**src/rtl/dot_sequencer.sv**
```systemverilog
// Sequences operand pairs from a ready/valid stream into the fma unit and captures the dot product.
// Latency: last handshake to result_valid_out is FMA_LATENCY+2 cycles; the stream is stalled (ready low) outside RUN.
module dot_sequencer #(
  parameter int WIDTH       = 16,
  parameter int FIXED_POINT = 10,
  parameter int LEN_W       = 5,
  parameter int FMA_LATENCY = 1
) (
  input  logic             clk_in,
  input  logic             rst_n_in,
  input  logic             start_in,
  input  logic [LEN_W-1:0] len_in,
  output logic             busy_out,
  input  logic [WIDTH-1:0] x_in,
  input  logic [WIDTH-1:0] y_in,
  input  logic             xy_valid_in,
  output logic             xy_ready_out,
  output logic [WIDTH-1:0] a_out,
  output logic [WIDTH-1:0] b_out,
  output logic [WIDTH-1:0] c_out,
  output logic             a_valid_out,
  output logic             b_valid_out,
  output logic             c_valid_out,
  output logic             compute_out,
  input  logic [WIDTH-1:0] fma_result_in,
  output logic [WIDTH-1:0] result_out,
  output logic             result_valid_out
);

  localparam int WAIT_W = (FMA_LATENCY < 1) ? 1 : $clog2(FMA_LATENCY + 1);

  // The Q format must not claim more fractional bits than the word holds.
  if (FIXED_POINT > WIDTH) begin : g_fp_check
    $error("FIXED_POINT exceeds WIDTH");
  end

  typedef enum logic [1:0] {IDLE, RUN, DRAIN, DONE} state_t;

  state_t            state_q, state_d;
  logic [LEN_W-1:0]  len_q, len_d;
  logic [LEN_W-1:0]  beat_q, beat_d;
  logic              first_q, first_d;
  logic [WAIT_W-1:0] wait_q, wait_d;
  logic [WIDTH-1:0]  a_q, a_d, b_q, b_d, c_q, c_d;
  logic              vld_q, vld_d;
  logic              cvld_q, cvld_d;
  logic [WIDTH-1:0]  result_q, result_d;

  always_comb begin
    state_d  = state_q;
    len_d    = len_q;
    beat_d   = beat_q;
    first_d  = first_q;
    wait_d   = wait_q;
    a_d      = a_q;
    b_d      = b_q;
    c_d      = c_q;
    vld_d    = 1'b0;
    cvld_d   = 1'b0;
    result_d = result_q;
    case (state_q)
      IDLE: begin
        if (start_in) begin
          if (len_in != '0) begin
            len_d   = len_in;
            beat_d  = '0;
            first_d = 1'b1;
            state_d = RUN;
          end else begin
            result_d = '0;
            state_d  = DONE;
          end
        end
      end
      RUN: begin
        if (xy_valid_in) begin
          a_d     = x_in;
          b_d     = y_in;
          c_d     = '0;
          vld_d   = 1'b1;
          // Only the first product seeds the accumulator, dropping any prior sum.
          cvld_d  = first_q;
          first_d = 1'b0;
          beat_d  = beat_q + LEN_W'(1);
          if (beat_q == len_q - LEN_W'(1)) begin
            wait_d  = WAIT_W'(FMA_LATENCY);
            state_d = DRAIN;
          end
        end
      end
      DRAIN: begin
        if (wait_q == '0) begin
          result_d = fma_result_in;
          state_d  = DONE;
        end else begin
          wait_d = wait_q - WAIT_W'(1);
        end
      end
      DONE:    state_d = IDLE;
      default: state_d = IDLE;
    endcase
  end

  always_ff @(posedge clk_in or negedge rst_n_in) begin
    if (!rst_n_in) begin
      state_q  <= IDLE;
      len_q    <= '0;
      beat_q   <= '0;
      first_q  <= 1'b0;
      wait_q   <= '0;
      a_q      <= '0;
      b_q      <= '0;
      c_q      <= '0;
      vld_q    <= 1'b0;
      cvld_q   <= 1'b0;
      result_q <= '0;
    end else begin
      state_q  <= state_d;
      len_q    <= len_d;
      beat_q   <= beat_d;
      first_q  <= first_d;
      wait_q   <= wait_d;
      a_q      <= a_d;
      b_q      <= b_d;
      c_q      <= c_d;
      vld_q    <= vld_d;
      cvld_q   <= cvld_d;
      result_q <= result_d;
    end
  end

  assign busy_out         = (state_q != IDLE);
  assign xy_ready_out     = (state_q == RUN);
  assign result_valid_out = (state_q == DONE);
  assign a_out            = a_q;
  assign b_out            = b_q;
  assign c_out            = c_q;
  assign a_valid_out      = vld_q;
  assign b_valid_out      = vld_q;
  assign compute_out      = vld_q;
  assign c_valid_out      = cvld_q;
  assign result_out       = result_q;

endmodule

```
**config.mk**
```make
export PLATFORM = sky130hd
export DESIGN_NAME = dot_sequencer
export DESIGN_NICKNAME = d
export VERILOG_FILES = /design/src/rtl/dot_sequencer.sv
export SDC_FILE = /design/constraint.sdc
export NUM_CORES = 1
export LEC_CHECK = 0
export CAP_MARGIN = 20
export CORE_AREA = 2 2 104 106
export DETAILED_ROUTE_END_ITERATION = 6
export DIE_AREA = 0 0 106 108
export PLACE_DENSITY = 0.65
export SYNTH_ARGS = -nofsm -noshare
export SYNTH_HDL_FRONTEND = slang
export SYNTH_SLANG_ARGS = --single-unit
```
**constraint.sdc**
```tcl
create_clock -name clk_in -period 2.16 [get_ports clk_in]
set_input_delay 0.648 -clock clk_in [delete_from_list [all_inputs] [get_ports clk_in]]
set_output_delay 0.648 -clock clk_in [all_outputs]
set_load 0.02 [all_outputs]
```
Word-level counts from Yosys, hierarchy flattened:

Cells that the tools add are included.

* bits of input ports: 57
* register bits: 64

* add/sub/neg operators: 3
* eq/ne operators: 10
* mux-type cells: 26
* reductions and logical operators: 12

Operators with widths (number)
* 16-bit 2-to-1 mux: 3
* 16-bit one-hot mux with 2 select lines: 1
* 5-bit 2-to-1 mux: 3
* 4-bit AND reduction: 3
* 1-bit 2-to-1 mux: 10
* 2-bit 2-to-1 mux: 5
* 2-bit != test, second input constant: 5
* 5-bit one-hot mux with 2 select lines: 1
* 2-bit one-hot mux with 4 select lines: 1
* 2-bit nonzero test: 4
* 3-bit AND reduction: 2
* 5-bit by 1-bit adder with 5-bit output, second input constant: 1
* 5-bit == test: 1
* 5-bit nonzero test: 1
* 5-bit by 1-bit subtractor with 5-bit output, second input constant: 1
* 2-bit == test, second input constant: 2
* 1-bit one-hot mux with 2 select lines: 2
* 2-bit by 1-bit == test with 1-bit output, second input constant: 1
* 2-bit logical NOT: 1
* 2-bit by 1-bit != test with 1-bit output, second input constant: 1
* 2-bit AND reduction: 1
* 1-bit subtractor, second input constant: 1

Logic depth before layout (Yosys ltp):

* word-level depth: 5
* depth in mapped cells: 8
* gate-level depth less buffers: 7

Worst setup path before layout:

No wires, ideal clock.

* path type: input to register
* start point: input len_in[0]
* end point: register len_q[0]
* required time: 2.035 ns
* library setup time: 0.125 ns
* cell stages on the path: 5
* path buffers: 0
* slack: 0.112 ns
* data arrival time: 1.923 ns
* cells stage by stage: or4_4 -> o21ai_2 -> nand2_1 -> nand2_2 -> mux2_2

* word-level cells in the longest chain between the ends: 2

RTL lines
* start: declaration: line 12 `input logic [LEN_W-1:0] len_in,`
* 5-bit nonzero test: line 64 `if (len_in != '0) begin`
* 3-bit AND reduction (no line)
* end signal: assignment: line 119 `len_q <= len_d;`
* end: declaration: line 40 `logic [LEN_W-1:0] len_q, len_d;`

Parallel ways exist; a longest one is shown, timed or not.
A chain may end at the register's enable or synchronous reset.

Worst setup path in the final report:

* start point: input len_in[3]
* end point: register len_q[0]

* word-level cells in the longest chain between the ends: 2

RTL lines (line)
* 5-bit nonzero test: 64
* 3-bit AND reduction (no line)

Every way passes these cells.

==> results.ini <==
[global_routing]
grt_pass1_wl_mm=11.3
antenna_found_initial=0
grt_max_degree=65
overflow=0
track_usage=0.125
first_global_vias=2329

[worst_setup_path]
crit_slowest_cell=or4_4
crit_arrival_ns=2.27
worstReg2RegStart=len_q[0]$_DFFE_PN0P_
reg2reg_slack_ns=0.21
startpoint_type=input pin
r2r_end=state_q[0]$_DFFE_PN0P_
crit_path_max_incr_delay_ns=0.47
r2r_cells=7
criticalPathCategory=in -> reg
worst-path-max-fanout=5
required_ns=2.38
path_cells=clkdlybuf4s50_1, or4_4, o21ai_4, nand2_2, nand2_4, mux2_2
cp-end-kind=flop

[sta]
finalSetupViolCount=0
period_needed_ns=2.05
finClkSkew_ns=0.00583
finalSetupTns_ns=0
grt_setup_unrepaired=no
fmax_ghz=0.487
relSlewSlack=0.657
worst_pin_slew_ns=0.507
hold_viol=0
fin_crit_sh=0.950
finalMaxSlewViolations=0

[synth]
synth_edf_count=0
synth-compound-area-share=0.0811
synth_top_family_by_area=multiplexers
synth_top_area_frac=0.546
ys_top_cells_by_count=64 x dfrtp_1, 40 x mux2_2, 39 x nand2_1
ys_seq_area_frac=0.546
yosysUniqueCellTypes=42
synthXorXnorAreaFrac=0.0179
avgSynthCellArea_um2=11.7
synth.most_common_cell=dfrtp_1
ys_warn_count=0
ys_ff_latch=64
yosys.area_share.simple=0.0913
synthCells=250
synth.top_cells.by_area=dfrtp_1 55%, mux2_2 15%, nand2_1 5.0%, buf_4 4.6%, o21ai_1 2.7%
synth.mux.area_fraction=0.157
synth-async-reset-ratio=1.00
synth_top_cell_by_area=dfrtp_1
synthAdderAreaFrac=0.0256
yosys_most_used_dff=dfrtp_1
synth_area_um2=2930

[drt]
drt_iter0_drc=66
drtPass1Iterations=4
route.detailed.drc=0
ant_nets=0
viasPerCell=4.41
vias=2256
wl_per_cell_um=13.6
routed_wl_mm=6.95

[power_and_ir_drop]
peakVddDrop_v=0.000596
leakage_nw=1.91
total_power_mw=6.62
powerDensity_nw_per_um2=1510

[clocking]
cts_setup_buffers=0
cts_buffer_depth=2
htreeDepth=3
cts_root_buf=clkbuf_8
numCtsBuffers=9
insertion_delay_ns=0.33
cts_tree=yes
cts_sinks=64
holdBufCountCts=0
clk_pin_slew_ns=0.07

[place]
port_buffers=111
hpwl_mm=5.10
dp.cells=497
place_congestion=0.783

[flow_run]
maxCapViolations=0

[floorplan]
core.rowCount=37
die_y_um=108
core-area_um2=10200
dieWidth_um=106
ioPinCount=128
start_util=0.287
die-area_um2=11400

[hold_path]
hp-class=in -> async

[finish]
fin_nets=435
layout.cells.non_filler=512
areaGrowthSynthToFinish_pct=49.8
fillers=996
antenna_cells=0
final_layout_size_suffix_gt1_frac=0.210

[run_status]
status=completed

## layout make-up
class | instances | area [um2] | share of cell area
Tap cell | 136 | 170 | 0.0388
Clock inverter | 5 | 33.8 | 0.00769
Multi-Input combinational cell | 163 | 1170 | 0.266
Inverter | 9 | 33.8 | 0.00769
Timing Repair Buffer | 125 | 1240 | 0.284
Clock buffer | 10 | 138 | 0.0313
Sequential cell | 64 | 1600 | 0.365
## layer usage
layer  GRT usage  wire, um  up-vias
li1            -         -     1063
met1       0.144      2840     1114
met2       0.218      3590       73
met3      0.0404       426        6
met4      0.0479        91        0
met5           0         0        -
## flip-flops by register name, indices dropped and copies added, names as in the netlist
signal and count:
result_out 16, a_valid_out 1, b_out 16, beat_q 5, len_q 5, c_valid_out 1, first_q 1, state_q 2
a_out 16, wait_q 1
## metrics by stage
stage,worst slack (ns),hold slack [ns],instance area (um2),utilization
CTS,0.0152,0.331,4390,0.429
detailed placement,-0.425,0.477,4210,0.411
finish,0.108,0.316,4390,0.429
floorplan,0.112,0.352,2990,-
global route,0.0537,0.343,4390,0.429
global placement,-0.346,0.469,4210,0.411
## placed cells by master (no fill, tap or decap), types with 3 or more instances in the layout
master and n:
clkdlybuf4s50_1 104, dfrtp_1 64, mux2_2 40, nand2_1 38
o21ai_1 16, conb_1 16, buf_4 11, clkbuf_8 10
inv_1 9, ha_1 6, nand3_1 4, xor2_1 3
xnor2_1 3, nor3_1 3, a21oi_1 3, dlygate4sd2_1 3
buf_12 3
## timing repair
| action | CTS | global route |
|---|---|---|
| endpoints found under the setup margin | 8 | 15 |
| pin swaps | 4 | 4 |
| gates resized for setup | 7 | 4 |
## how the worst max path moves through the flow
stage / start / to / slack, ns / depth (start not counted)
finish: len_in[3] / len_q[0]$_DFFE_PN0P_ / 0.11 / 6
global route: len_q[0]$_DFFE_PN0P_ / state_q[1]$_DFFE_PN0P_ / 0.05 / 7
detailed placement: len_in[0] / len_q[2]$_DFFE_PN0P_ / -0.43 / 6
global placement: len_in[0] / len_q[2]$_DFFE_PN0P_ / -0.35 / 6
CTS: len_in[3] / len_q[0]$_DFFE_PN0P_ / 0.02 / 6
floorplan: len_in[0] / len_q[0]$_DFFE_PN0P_ / 0.11 / 5
## report_power, final
part / total, mW / leakage (nW) / switching (mW) / internal, mW
clock network: 0.909 / 0.0841 / 0.470 / 0.439
logic: 3.56 / 1.03 / 1.74 / 1.82
registers: 2.16 / 0.796 / 0.368 / 1.79
total: 6.62 / 1.91 / 2.57 / 4.05
## worst max-delay path, delay by kind of cell
kind,cells,cell delay (ns)
AO/OA/AOI/OAI,1,0.20
multiplexers,1,0.33
AND/OR/NAND/NOR,3,0.67
buffers and inverters,1,0.42
## kinds of logic after synthesis
logic type      Yosys count
buf+inv                  38
simple gates             58
other cells               1
compound gates           36
xor+xnor                  6
fa+ha+maj                 6
mux                      41
flops                    64
No activity file was read; power rests on OpenSTA's default activity.
